===== src/rtl/rv_pkg.sv =====
// Shared RV32I decode definitions: opcodes, function fields, ALU op encoding, operand and
// writeback selects, and the decoded-instruction record handed from decoder to ID/EX register.
package rv_pkg;

  localparam int unsigned ILEN       = 32;
  localparam int unsigned LoadLatMin = 1;
  localparam int unsigned LoadLatMax = 3;

  localparam logic [6:0] OpcLui    = 7'b0110111;
  localparam logic [6:0] OpcAuipc  = 7'b0010111;
  localparam logic [6:0] OpcJal    = 7'b1101111;
  localparam logic [6:0] OpcJalr   = 7'b1100111;
  localparam logic [6:0] OpcBranch = 7'b1100011;
  localparam logic [6:0] OpcLoad   = 7'b0000011;
  localparam logic [6:0] OpcStore  = 7'b0100011;
  localparam logic [6:0] OpcOpImm  = 7'b0010011;
  localparam logic [6:0] OpcOp     = 7'b0110011;

  localparam logic [2:0] F3AddSub = 3'b000;
  localparam logic [2:0] F3Sll    = 3'b001;
  localparam logic [2:0] F3Slt    = 3'b010;
  localparam logic [2:0] F3Sltu   = 3'b011;
  localparam logic [2:0] F3Xor    = 3'b100;
  localparam logic [2:0] F3SrlSra = 3'b101;
  localparam logic [2:0] F3Or     = 3'b110;
  localparam logic [2:0] F3And    = 3'b111;

  localparam logic [2:0] F3Beq  = 3'b000;
  localparam logic [2:0] F3Bne  = 3'b001;
  localparam logic [2:0] F3Blt  = 3'b100;
  localparam logic [2:0] F3Bge  = 3'b101;
  localparam logic [2:0] F3Bltu = 3'b110;
  localparam logic [2:0] F3Bgeu = 3'b111;

  localparam logic [2:0] F3Byte  = 3'b000;
  localparam logic [2:0] F3Half  = 3'b001;
  localparam logic [2:0] F3Word  = 3'b010;
  localparam logic [2:0] F3ByteU = 3'b100;
  localparam logic [2:0] F3HalfU = 3'b101;

  localparam logic [6:0] F7Base   = 7'h00;
  localparam logic [6:0] F7Alt    = 7'h20;
  localparam logic [6:0] F7MulDiv = 7'h01;

  // AluNop must stay at zero: the ID/EX register resets to all-zeros.
  typedef enum logic [6:0] {
    AluNop    = 7'd0,
    AluAdd    = 7'd1,
    AluSub    = 7'd2,
    AluSll    = 7'd3,
    AluSlt    = 7'd4,
    AluSltu   = 7'd5,
    AluXor    = 7'd6,
    AluSrl    = 7'd7,
    AluSra    = 7'd8,
    AluOr     = 7'd9,
    AluAnd    = 7'd10,
    AluBeq    = 7'd16,
    AluBne    = 7'd17,
    AluBlt    = 7'd18,
    AluBge    = 7'd19,
    AluBltu   = 7'd20,
    AluBgeu   = 7'd21,
    AluMul    = 7'd32,
    AluMulh   = 7'd33,
    AluMulhsu = 7'd34,
    AluMulhu  = 7'd35,
    AluDiv    = 7'd36,
    AluDivu   = 7'd37,
    AluRem    = 7'd38,
    AluRemu   = 7'd39
  } alu_op_e;

  typedef enum logic [1:0] {Op1Rs1 = 2'd0, Op1Pc = 2'd1, Op1Zero = 2'd2} op1_sel_e;
  typedef enum logic [1:0] {Op2Rs2 = 2'd0, Op2Imm = 2'd1, Op2Four = 2'd2} op2_sel_e;

  typedef enum logic [2:0] {
    WbAlu = 3'd0,
    WbLw  = 3'd1,
    WbLh  = 3'd2,
    WbLhu = 3'd3,
    WbLb  = 3'd4,
    WbLbu = 3'd5,
    WbPc4 = 3'd7
  } wb_sel_e;

  typedef struct packed {
    alu_op_e           alu_op;
    logic [4:0]        rs1;
    logic [4:0]        rs2;
    logic [4:0]        rd;
    logic [ILEN-1:0]   imm;
    op1_sel_e          op1_sel;
    op2_sel_e          op2_sel;
    wb_sel_e           wb_sel;
    logic              reg_wr_en;
    logic              dmem_wr_en;
    logic [1:0]        wr_byte_sel;
    logic              branch;
    logic              jump;
  } decoded_t;

  // Integer ALU op for OP / OP-IMM; alt picks SUB/SRA.
  function automatic alu_op_e alu_base(input logic [2:0] f3, input logic alt);
    case (f3)
      F3AddSub: alu_base = alt ? AluSub : AluAdd;
      F3Sll:    alu_base = AluSll;
      F3Slt:    alu_base = AluSlt;
      F3Sltu:   alu_base = AluSltu;
      F3Xor:    alu_base = AluXor;
      F3SrlSra: alu_base = alt ? AluSra : AluSrl;
      F3Or:     alu_base = AluOr;
      default:  alu_base = AluAnd;
    endcase
  endfunction

  function automatic alu_op_e alu_muldiv(input logic [2:0] f3);
    case (f3)
      3'b000:  alu_muldiv = AluMul;
      3'b001:  alu_muldiv = AluMulh;
      3'b010:  alu_muldiv = AluMulhsu;
      3'b011:  alu_muldiv = AluMulhu;
      3'b100:  alu_muldiv = AluDiv;
      3'b101:  alu_muldiv = AluDivu;
      3'b110:  alu_muldiv = AluRem;
      default: alu_muldiv = AluRemu;
    endcase
  endfunction

endpackage


===== src/rtl/rv_decode_comb.sv =====
// Combinational RV32I(+M) decoder: instruction word to decoded record, register-use flags,
// load marker and illegal-encoding flag.
module rv_decode_comb
  import rv_pkg::*;
#(
  parameter bit EN_M_EXT = 1'b0
) (
  input  logic [ILEN-1:0] instr,
  output decoded_t        dec,
  output logic            is_load,
  output logic            uses_rs1,
  output logic            uses_rs2,
  output logic            illegal
);

  logic [6:0]      opcode;
  logic [2:0]      f3;
  logic [6:0]      f7;
  logic [ILEN-1:0] imm_i, imm_s, imm_b, imm_u, imm_j;

  assign opcode = instr[6:0];
  assign f3     = instr[14:12];
  assign f7     = instr[31:25];

  assign imm_i = {{20{instr[31]}}, instr[31:20]};
  assign imm_s = {{20{instr[31]}}, instr[31:25], instr[11:7]};
  assign imm_b = {{19{instr[31]}}, instr[31], instr[7], instr[30:25], instr[11:8], 1'b0};
  assign imm_u = {instr[31:12], 12'b0};
  assign imm_j = {{11{instr[31]}}, instr[31], instr[19:12], instr[20], instr[30:21], 1'b0};

  always_comb begin
    dec         = '0;
    dec.alu_op  = AluAdd;
    dec.rs1     = instr[19:15];
    dec.rs2     = instr[24:20];
    dec.rd      = instr[11:7];
    dec.op1_sel = Op1Rs1;
    dec.op2_sel = Op2Imm;
    dec.wb_sel  = WbAlu;
    is_load     = 1'b0;
    uses_rs1    = 1'b0;
    uses_rs2    = 1'b0;
    illegal     = 1'b0;

    unique case (opcode)
      OpcLui: begin
        dec.imm       = imm_u;
        dec.op1_sel   = Op1Zero;
        dec.reg_wr_en = 1'b1;
      end
      OpcAuipc: begin
        dec.imm       = imm_u;
        dec.op1_sel   = Op1Pc;
        dec.reg_wr_en = 1'b1;
      end
      OpcJal: begin
        // ALU forms the target; the link value comes through the PC+4 writeback path.
        dec.imm       = imm_j;
        dec.op1_sel   = Op1Pc;
        dec.wb_sel    = WbPc4;
        dec.jump      = 1'b1;
        dec.reg_wr_en = 1'b1;
      end
      OpcJalr: begin
        dec.imm       = imm_i;
        dec.wb_sel    = WbPc4;
        dec.jump      = 1'b1;
        dec.reg_wr_en = 1'b1;
        uses_rs1      = 1'b1;
        illegal       = (f3 != 3'b000);
      end
      OpcBranch: begin
        dec.imm     = imm_b;
        dec.op2_sel = Op2Rs2;
        dec.branch  = 1'b1;
        uses_rs1    = 1'b1;
        uses_rs2    = 1'b1;
        case (f3)
          F3Beq:   dec.alu_op = AluBeq;
          F3Bne:   dec.alu_op = AluBne;
          F3Blt:   dec.alu_op = AluBlt;
          F3Bge:   dec.alu_op = AluBge;
          F3Bltu:  dec.alu_op = AluBltu;
          F3Bgeu:  dec.alu_op = AluBgeu;
          default: illegal    = 1'b1;
        endcase
      end
      OpcLoad: begin
        dec.imm       = imm_i;
        dec.reg_wr_en = 1'b1;
        is_load       = 1'b1;
        uses_rs1      = 1'b1;
        case (f3)
          F3Byte:  dec.wb_sel = WbLb;
          F3Half:  dec.wb_sel = WbLh;
          F3Word:  dec.wb_sel = WbLw;
          F3ByteU: dec.wb_sel = WbLbu;
          F3HalfU: dec.wb_sel = WbLhu;
          default: illegal    = 1'b1;
        endcase
      end
      OpcStore: begin
        dec.imm        = imm_s;
        dec.dmem_wr_en = 1'b1;
        uses_rs1       = 1'b1;
        uses_rs2       = 1'b1;
        case (f3)
          F3Byte:  dec.wr_byte_sel = 2'b00;
          F3Half:  dec.wr_byte_sel = 2'b01;
          F3Word:  dec.wr_byte_sel = 2'b10;
          default: illegal         = 1'b1;
        endcase
      end
      OpcOpImm: begin
        dec.imm       = imm_i;
        dec.reg_wr_en = 1'b1;
        uses_rs1      = 1'b1;
        if (f3 == F3Sll) begin
          dec.alu_op = AluSll;
          illegal    = (f7 != F7Base);
        end else if (f3 == F3SrlSra) begin
          dec.alu_op = alu_base(f3, f7[5]);
          illegal    = ((f7 & ~F7Alt) != 7'd0);
        end else begin
          dec.alu_op = alu_base(f3, 1'b0);
        end
      end
      OpcOp: begin
        dec.op2_sel   = Op2Rs2;
        dec.reg_wr_en = 1'b1;
        uses_rs1      = 1'b1;
        uses_rs2      = 1'b1;
        if (f7 == F7Base) begin
          dec.alu_op = alu_base(f3, 1'b0);
        end else if (f7 == F7Alt && (f3 == F3AddSub || f3 == F3SrlSra)) begin
          dec.alu_op = alu_base(f3, 1'b1);
        end else if (f7 == F7MulDiv && EN_M_EXT) begin
          dec.alu_op = alu_muldiv(f3);
        end else begin
          illegal = 1'b1;
        end
      end
      default: illegal = 1'b1;
    endcase

    // Illegal instructions still flow to EX to trap, but must have no side effects.
    if (illegal) begin
      dec.alu_op     = AluNop;
      dec.reg_wr_en  = 1'b0;
      dec.dmem_wr_en = 1'b0;
      dec.branch     = 1'b0;
      dec.jump       = 1'b0;
      is_load        = 1'b0;
      uses_rs1       = 1'b0;
      uses_rs2       = 1'b0;
    end
    if (dec.rd == 5'd0) dec.reg_wr_en = 1'b0;
  end

endmodule


===== src/rtl/rv_decode_stage.sv =====
// Registered RV32I decode stage: valid/ready handshake, load-use interlock and the ID/EX
// register between fetch and execute.
module rv_decode_stage
  import rv_pkg::*;
#(
  parameter int unsigned XLEN     = 32,
  parameter bit          EN_M_EXT = 1'b0,
  parameter int unsigned LOAD_LAT = 1
) (
  input  logic            clk,
  input  logic            rst,
  input  logic            if_valid,
  output logic            if_ready,
  input  logic [31:0]     if_instr,
  input  logic [XLEN-1:0] if_pc,
  input  logic            ex_flush,
  input  logic            ex_ready,
  output logic            id_valid,
  output logic [XLEN-1:0] id_pc,
  output alu_op_e         id_alu_op,
  output logic [4:0]      id_rs1,
  output logic [4:0]      id_rs2,
  output logic [4:0]      id_rd,
  output logic [XLEN-1:0] id_imm,
  output op1_sel_e        id_op1_sel,
  output op2_sel_e        id_op2_sel,
  output wb_sel_e         id_wb_sel,
  output logic            id_reg_wr_en,
  output logic            id_dmem_wr_en,
  output logic [1:0]      id_wr_byte_sel,
  output logic            id_branch,
  output logic            id_jump,
  output logic            id_illegal
);

  localparam int unsigned CntW       = $clog2(LoadLatMax + 1);
  localparam int unsigned LoadLatEff = (LOAD_LAT < LoadLatMin) ? LoadLatMin :
                                       (LOAD_LAT > LoadLatMax) ? LoadLatMax : LOAD_LAT;
  localparam logic [CntW-1:0] LoadLatCnt = CntW'(LoadLatEff);

  decoded_t        dec, dec_d, dec_q;
  logic            dec_load, uses_rs1, uses_rs2, dec_illegal;
  logic            valid_d, valid_q, illegal_d, illegal_q;
  logic [XLEN-1:0] pc_d, pc_q;
  logic [CntW-1:0] pend_cnt_d, pend_cnt_q;
  logic [4:0]      pend_rd_d, pend_rd_q;
  logic            hold, hazard, accept;

  rv_decode_comb #(
    .EN_M_EXT (EN_M_EXT)
  ) u_decode (
    .instr    (if_instr),
    .dec      (dec),
    .is_load  (dec_load),
    .uses_rs1 (uses_rs1),
    .uses_rs2 (uses_rs2),
    .illegal  (dec_illegal)
  );

  assign hold   = valid_q & ~ex_ready;
  // pend_rd is never x0, so reads of x0 cannot match.
  assign hazard = (pend_cnt_q != '0) & if_valid &
                  ((uses_rs1 & (dec.rs1 == pend_rd_q)) | (uses_rs2 & (dec.rs2 == pend_rd_q)));
  assign if_ready = ~rst & ~ex_flush & ~hold & ~hazard;
  assign accept   = if_valid & if_ready;

  always_comb begin
    valid_d   = valid_q;
    dec_d     = dec_q;
    illegal_d = illegal_q;
    pc_d      = pc_q;
    if (ex_flush) begin
      valid_d = 1'b0;
    end else if (!hold) begin
      if (accept) begin
        valid_d   = 1'b1;
        dec_d     = dec;
        illegal_d = dec_illegal;
        pc_d      = if_pc;
      end else begin
        valid_d = 1'b0;
      end
    end

    pend_cnt_d = pend_cnt_q;
    pend_rd_d  = pend_rd_q;
    if (accept && dec_load && (dec.rd != 5'd0)) begin
      pend_rd_d  = dec.rd;
      pend_cnt_d = LoadLatCnt;
    end else if (pend_cnt_q != '0) begin
      pend_cnt_d = pend_cnt_q - CntW'(1);
    end
  end

  always_ff @(posedge clk) begin
    if (rst) begin
      valid_q    <= 1'b0;
      dec_q      <= '0;
      illegal_q  <= 1'b0;
      pc_q       <= '0;
      pend_cnt_q <= '0;
      pend_rd_q  <= '0;
    end else begin
      valid_q    <= valid_d;
      dec_q      <= dec_d;
      illegal_q  <= illegal_d;
      pc_q       <= pc_d;
      pend_cnt_q <= pend_cnt_d;
      pend_rd_q  <= pend_rd_d;
    end
  end

  assign id_valid       = valid_q;
  assign id_pc          = pc_q;
  assign id_alu_op      = dec_q.alu_op;
  assign id_rs1         = dec_q.rs1;
  assign id_rs2         = dec_q.rs2;
  assign id_rd          = dec_q.rd;
  assign id_imm         = XLEN'($signed(dec_q.imm));
  assign id_op1_sel     = dec_q.op1_sel;
  assign id_op2_sel     = dec_q.op2_sel;
  assign id_wb_sel      = dec_q.wb_sel;
  assign id_reg_wr_en   = dec_q.reg_wr_en;
  assign id_dmem_wr_en  = dec_q.dmem_wr_en;
  assign id_wr_byte_sel = dec_q.wr_byte_sel;
  assign id_branch      = dec_q.branch;
  assign id_jump        = dec_q.jump;
  assign id_illegal     = illegal_q;

endmodule

===== config.mk =====
export PLATFORM = sky130hd
export DESIGN_NAME = rv_decode_stage
export DESIGN_NICKNAME = d
export VERILOG_FILES = /design/src/rtl/rv_pkg.sv /design/src/rtl/rv_decode_comb.sv /design/src/rtl/rv_decode_stage.sv
export SDC_FILE = /design/constraint.sdc
export NUM_CORES = 1
export LEC_CHECK = 0
export ABC_AREA = 1
export BUFFER_PORTS_ARGS = -buffer_cell sky130_fd_sc_hd__buf_2
export CAP_MARGIN = 20
export CORE_UTILIZATION = 50
export CTS_CLUSTER_DIAMETER = 200
export DETAILED_ROUTE_END_ITERATION = 6
export PLACE_DENSITY_LB_ADDON = 0.15
export SYNTH_ARGS = -nofsm -noshare
export SYNTH_HDL_FRONTEND = slang
export SYNTH_HIERARCHICAL = 1
export SYNTH_SLANG_ARGS = --single-unit

===== constraint.sdc =====
create_clock -name clk -period 4.2 [get_ports clk]
set_input_delay 0.63 -clock clk [delete_from_list [all_inputs] [get_ports clk]]
set_output_delay 0.63 -clock clk [all_outputs]
set_load 0.01 [all_outputs]

==> impl_metrics.tcl, run 1 <==
set metrics [dict create \
    status "complete, but fails checks" \
    violations "design-rule violations" \
    powerDensity_nw_per_um2 313 \
    min_to "id_imm[20]" \
    synth.distinct_cells 35 \
    rows 39 \
    hold_buffers 0 \
    rrSetupSlack_ps 1950 \
    worstPathRequired_ps 3570 \
    synthCells 789 \
    min_from "id_imm[20]" \
    grt_max_degree 104 \
    numCtsBuffers 9 \
    maxSlewHeadroom_pct 45.6 \
    ys_ff_latch 108 \
    finalWorstSetupSlack_ps 899 \
    critPathArrivalTime_ps 2670 \
    synthFlopType "dfxtp_1" \
    critPathLaunchType "input port" \
    coreArea_um2 11600 \
    ctsResizeCount 0 \
    pre_cts_ws_ps 626 \
    final.period_utilization_pct 78.6 \
    die_w_um 112 \
    final.min_clock_period_ps 3300 \
    path_class "input port to output pin" \
    gp_congestion 0.896 \
    hp-class "register to register" \
    die_area_um2 12500 \
    syn_area_um2 6020 \
    start_util_pct 52.1 \
    die_height_um 112 \
    cts-root-buf "clkbuf_16" \
    drtIter0Drc 385 \
    leakagePower_nw 3.05 \
    placement.io_buffers 170 \
    synthArstFlopShare_pct 0 \
    hold_violations 0 \
    post_drt_via_cell_ratio 5.31 \
    path_max_fanout 8 \
    maxCapViolations 0 \
    setup_violations 0 \
    yosys-top-cells-count "nand2_1 (181), dfxtp_1 (108), nand3_2 (90)" \
    clk_pin_slew_ps 70 \
    post_cts_buffers 0 \
    ant_nets 0 \
    rsz0062_at_grt "no" \
    final_max_slew_viol_count 0 \
    ir_drop_uv 170 \
    drcViolationCount 8 \
    routedWlPerCell_um 15.1 \
    synth_top_area_share_pct 35.9 \
    synth_top_cell_by_area "dfxtp_1" \
    fin_area_um2 7010 \
    placed_area_um2 6690 \
    r2r_cells 8 \
    synth.area.top_cells "dfxtp_1 (36%), nand3_2 (15%), nand2_1 (11%)" \
    vias 5637 \
    r2r_start "pend_cnt_q[0]" \
    cts_htree_levels 3 \
    ys_warn_count 6 \
    dr.pass1.iters 7 \
    overflow 0 \
    avgSynthCellArea_um2 7.64 \
    setup_tns_ps 0 \
    grt_pass1_wl_mm 25.7 \
    routed_wl_mm 16.1 \
    reg2reg_to "id_pc[30]" \
    seq_area_frac_synth_pct 35.9 \
    synth.most_common_cell "nand2_1" \
    finalNetCount 990 \
    cts.sinks 108 \
    grt_use_total_pct 25.7 \
    antennaDiodeCount 0 \
    clock_skew_ps 10.1 \
    hold_depth 2 \
    antenna_found_initial 0 \
    cp-end-kind "output pin" \
    fmax_mhz 303 \
    clock_latency_ps 350 \
    area_growth_pct 16.3 \
    clock_path_buffers 2 \
    grt_pass1_vias 5218 \
    dp_hpwl_mm 11.5 \
    tightest_slew_ps 815 \
    cp-startpoint "if_instr[3]" \
    cts_tree "yes" \
    synth-edff-count 0 \
    io_pins 171 \
    drive_gt1_share_pct 36.5 \
]
-- worst max path at each step --
stage | endpoint | slack [ps] | cells after the start
3_3_place_gp | id_pc[25] | 740 | 19
3_5_place_dp | id_branch | 630 | 19
4_1_cts | if_ready | 910 | 15
6_report | if_ready | 900 | 15
2_1_floorplan | if_ready | 1460 | 14
5_1_grt | id_branch | 620 | 19
-- where the power goes --
| group | internal, W | switching (W) | total (W) |
|---|---|---|---|
| clock | 0.000412 | 0.000411 | 0.000823 |
| sequential | 0.00105 | 0.0000135 | 0.00106 |
| combinational | 0.000103 | 0.000205 | 0.000308 |
| total | 0.00156 | 0.000630 | 0.00219 |
-- flip-flops by register name, summed over array words and instances (netlist names), 3 cells and up --
signal and flops:
id_wb_sel 3, id_pc 32, pend_rd_q 5, id_imm 32, id_rs2 5, id_alu_op 7
id_rs1 5, id_rd 5
-- worst max-delay path, cell delays in order --
cell	delay, ps
buf_2	110
nor2_1	90
nand3_1	170
nor2_2	300
nand2_1	150
nor2_2	170
nor2_4	70
nand3_4	100
nor2_1	70
nand2_1	70
nor2_1	40
nand3_1	70
nand2_1	100
a21boi_4	320
buf_2	200
-- cell families (layout without fill, tap and decap cells) --
group,Yosys count,in the layout,share of synthesized area [%]
buf+inv,128,256,11.6
compound gates,160,160,15.2
xor+xnor,1,1,0.145
other cells,1,3,0.0622
flops,108,108,35.9
fa+ha+maj,7,7,1.45
simple gates,384,384,35.7
-- cell usage in the layout, fill, tap and decap left out, drive strengths merged --
cell      Yosys  routed
o21ai        40      40
clkbuf       16       9
nand4         9       9
ha            7       7
inv          62      64
buf          50     178
o221ai        1       1
o21bai        1       1
a21boi        1       1
nand2       187     187
o211ai        2       2
clkinv        0       3
or2           1       1
xor2          1       1
nand3       118     118
nor2         64      64
o22ai         4       4
a21oi       111     111
clkinvlp      0       2
nor3          5       5
conb          1       3
dfxtp       108     108
-- routing by layer --
layer	share of wire (%)	GRT usage [%]	up-vias
li1	-	-	2819
met1	45	34.1	2651
met2	49	42.5	149
met3	4.9	4.30	18
met4	1.5	7.93	0
met5	0	0	-
-- per-stage QoR --
step	cells	hold slack [ps]	util (%)	power, W
2_1_floorplan	791	487	-	0.00131
3_3_place_gp	1045	449	57.9	0.00138
3_5_place_dp	1045	453	57.9	0.00139
4_1_cts	1061	464	60.4	0.00221
5_1_grt	1062	479	60.6	0.00228
6_report	1062	464	60.6	0.00219
-- area by class of cell --
type / count / area, um^2
Clock buffer: 9 / 225
Clock inverter: 7 / 62.6
Fill cell: 1087 / 4560
Inverter: 62 / 235
Multi-Input combinational cell: 555 / 3180
Sequential cell: 108 / 2160
Tap cell: 143 / 179
Timing Repair Buffer: 178 / 961
Note: power is estimated with default switching activity, not from simulation.
==> run 2, diff against run 1 <==
Settings changed: CORE_UTILIZATION 50 to 48.
Clock period 4.2 ns to 2.95 ns, I/O delays scaled along.
==> run 2 against run 1 <==
  * The flow now finishes without violations
  * Clock skew decreased by 4.8 ps
  * Clock-buffer cell count rose by 1
  * Wire length decreased by 0.42%
  * Via count down 1.2%
  * Critical path depth grew 1
  * Largest power group unchanged
==> impl_metrics.tcl, run 2 (synthesized netlist as in run 1, its figures left out) <==
set metrics [dict create \
    placement.io_buffers 170 \
    grt_use_total_pct 24.8 \
    drtIter0Drc 384 \
    vias 5572 \
    final.min_clock_period_ps 2740 \
    final.period_utilization_pct 93.0 \
    clock_path_buffers 2 \
    clk_pin_slew_ps 70 \
    grt_pass1_wl_mm 25.6 \
    post_drt_via_cell_ratio 5.07 \
    grt_max_degree 78 \
    cpMostUsedCell "nor2_4" \
    critPathArrivalTime_ps 2300 \
    r2r_start "pend_cnt_q[0]" \
    worstPathCellList "buf_2, inv_2, nand2_2, nor2_4, nor2_2, nor2_4, nor2_2, nor2_4, nand3_4, nor2_1, nand2_1, nor2_1, nand3_1, nand2_1, a21boi_4, buf_2" \
    routed_wl_mm 16.0 \
    grt_pass1_vias 5050 \
    cp-end-kind "output pin" \
    power_w 0.00331 \
    antenna_found_initial 0 \
    fmax_mhz 364 \
    leakagePower_nw 3.14 \
    critPathLaunchType "input port" \
    setup_tns_ps 0 \
    rrSetupSlack_ps 1160 \
    ctsResizeCount 0 \
    maxSlewHeadroom_pct 39.1 \
    setup_violations 0 \
    finalWorstSetupSlack_ps 205 \
    endpoint "if_ready" \
    drcViolationCount 0 \
    die_w_um 114 \
    clock_latency_ps 350 \
    rsz0062_at_grt "no" \
    ant_nets 0 \
    numCtsBuffers 9 \
    drive_gt1_share_pct 37.3 \
    slowest_delay_ps 170 \
    cts-root-buf "clkbuf_16" \
    cts.sinks 108 \
    gp_congestion 0.991 \
    post_cts_buffers 0 \
    path_class "input port to output pin" \
    tightest_slew_ps 914 \
    maxCapViolations 0 \
    placedCellCount 1083 \
    pre_cts_ws_ps 119 \
    area_growth_pct 19.2 \
    io_pins 171 \
    powerDensity_nw_per_um2 461 \
    start_util_pct 49.7 \
    hp-class "input port to register" \
    status "finished clean" \
    path_max_fanout 10 \
    final_max_slew_viol_count 0 \
    cts_htree_levels 3 \
    coreArea_um2 12100 \
    die_area_um2 13000 \
    finalNetCount 1002 \
    die_height_um 114 \
    dp_hpwl_mm 11.5 \
    worstPathRequired_ps 2510 \
    dr.pass1.iters 5 \
    clock_skew_ps 5.34 \
    overflow 0 \
    cts_tree "yes" \
    rows 40 \
    r2r_cells 8 \
    final_common_cell "nand2_1" \
    ir_drop_uv 348 \
    hold_buffers 0 \
    routedWlPerCell_um 14.5 \
    mostFrequentLayoutCells "nand2_1 (181), buf_2 (168), dfxtp_1 (108)" \
    reg2reg_to "id_pc[17]" \
    antennaDiodeCount 0 \
    cp-startpoint "if_instr[13]" \
    layout.cells.non_filler 1099 \
    hold_violations 0 \
    cp_slowest_cell "buf_2" \
]
[run 2: cell count changes in the layout (fill, tap and decap cells not counted), sizes merged]
cell	change
buf	+12
bufinv	+2
clkinv	-2
clkinvlp	-2
clkbuf	+1
inv	+1
[run 2: cell type report]
| type | instances | area [um^2] |
|---|---|---|
| Clock inverter | 6 | 93.8 |
| Fill cell | 1172 | 4930 |
| Multi-Input combinational cell | 555 | 3180 |
| Timing Repair Buffer | 190 | 1060 |
| Inverter | 62 | 235 |
| Clock buffer | 10 | 239 |
| Tap cell | 168 | 210 |
| Sequential cell | 108 | 2160 |
[run 2: layer usage]
layer	up-vias	part of all wire, %	GRT usage [%]
met5	-	0	0
met4	0	1.9	7.71
met3	23	5.6	5.74
met2	181	47	39.2
met1	2525	45	33.6
li1	2843	-	-
[run 2: per-stage QoR]
stage	utilization, %	instance area (um^2)	hold WS, ps
after floorplan	-	6030	487
after detailed placement	56.5	6850	452
after CTS	59.3	7180	332
final	59.3	7180	342
after global placement	56.5	6850	449
after global routing	59.3	7180	332
[run 2: worst max-delay path: cells and delay by family]
kind            cells  cell delay (ps)
simple gates       12             1290
compound gates      1               90
buf+inv             3              480
[run 2: report_power, final]
group	leakage (nW)	switching [W]	internal [W]
Sequential	0.874	0.0000179	0.00149
Clock	0.165	0.000571	0.000779
Combinational	2.10	0.000294	0.000151
Total	3.14	0.000883	0.00242
[run 2: worst min path at each step]
stage	slack [ps]	from	to	cells after the start
after global routing	330	if_pc[19]	id_pc[19]	3
final	340	if_pc[28]	id_pc[28]	3
after global placement	450	id_imm[18]	id_imm[18]	2
after CTS	330	if_pc[31]	id_pc[31]	3
after detailed placement	450	id_wb_sel[1]	id_wb_sel[1]	2
after floorplan	490	id_imm[15]	id_imm[15]	2
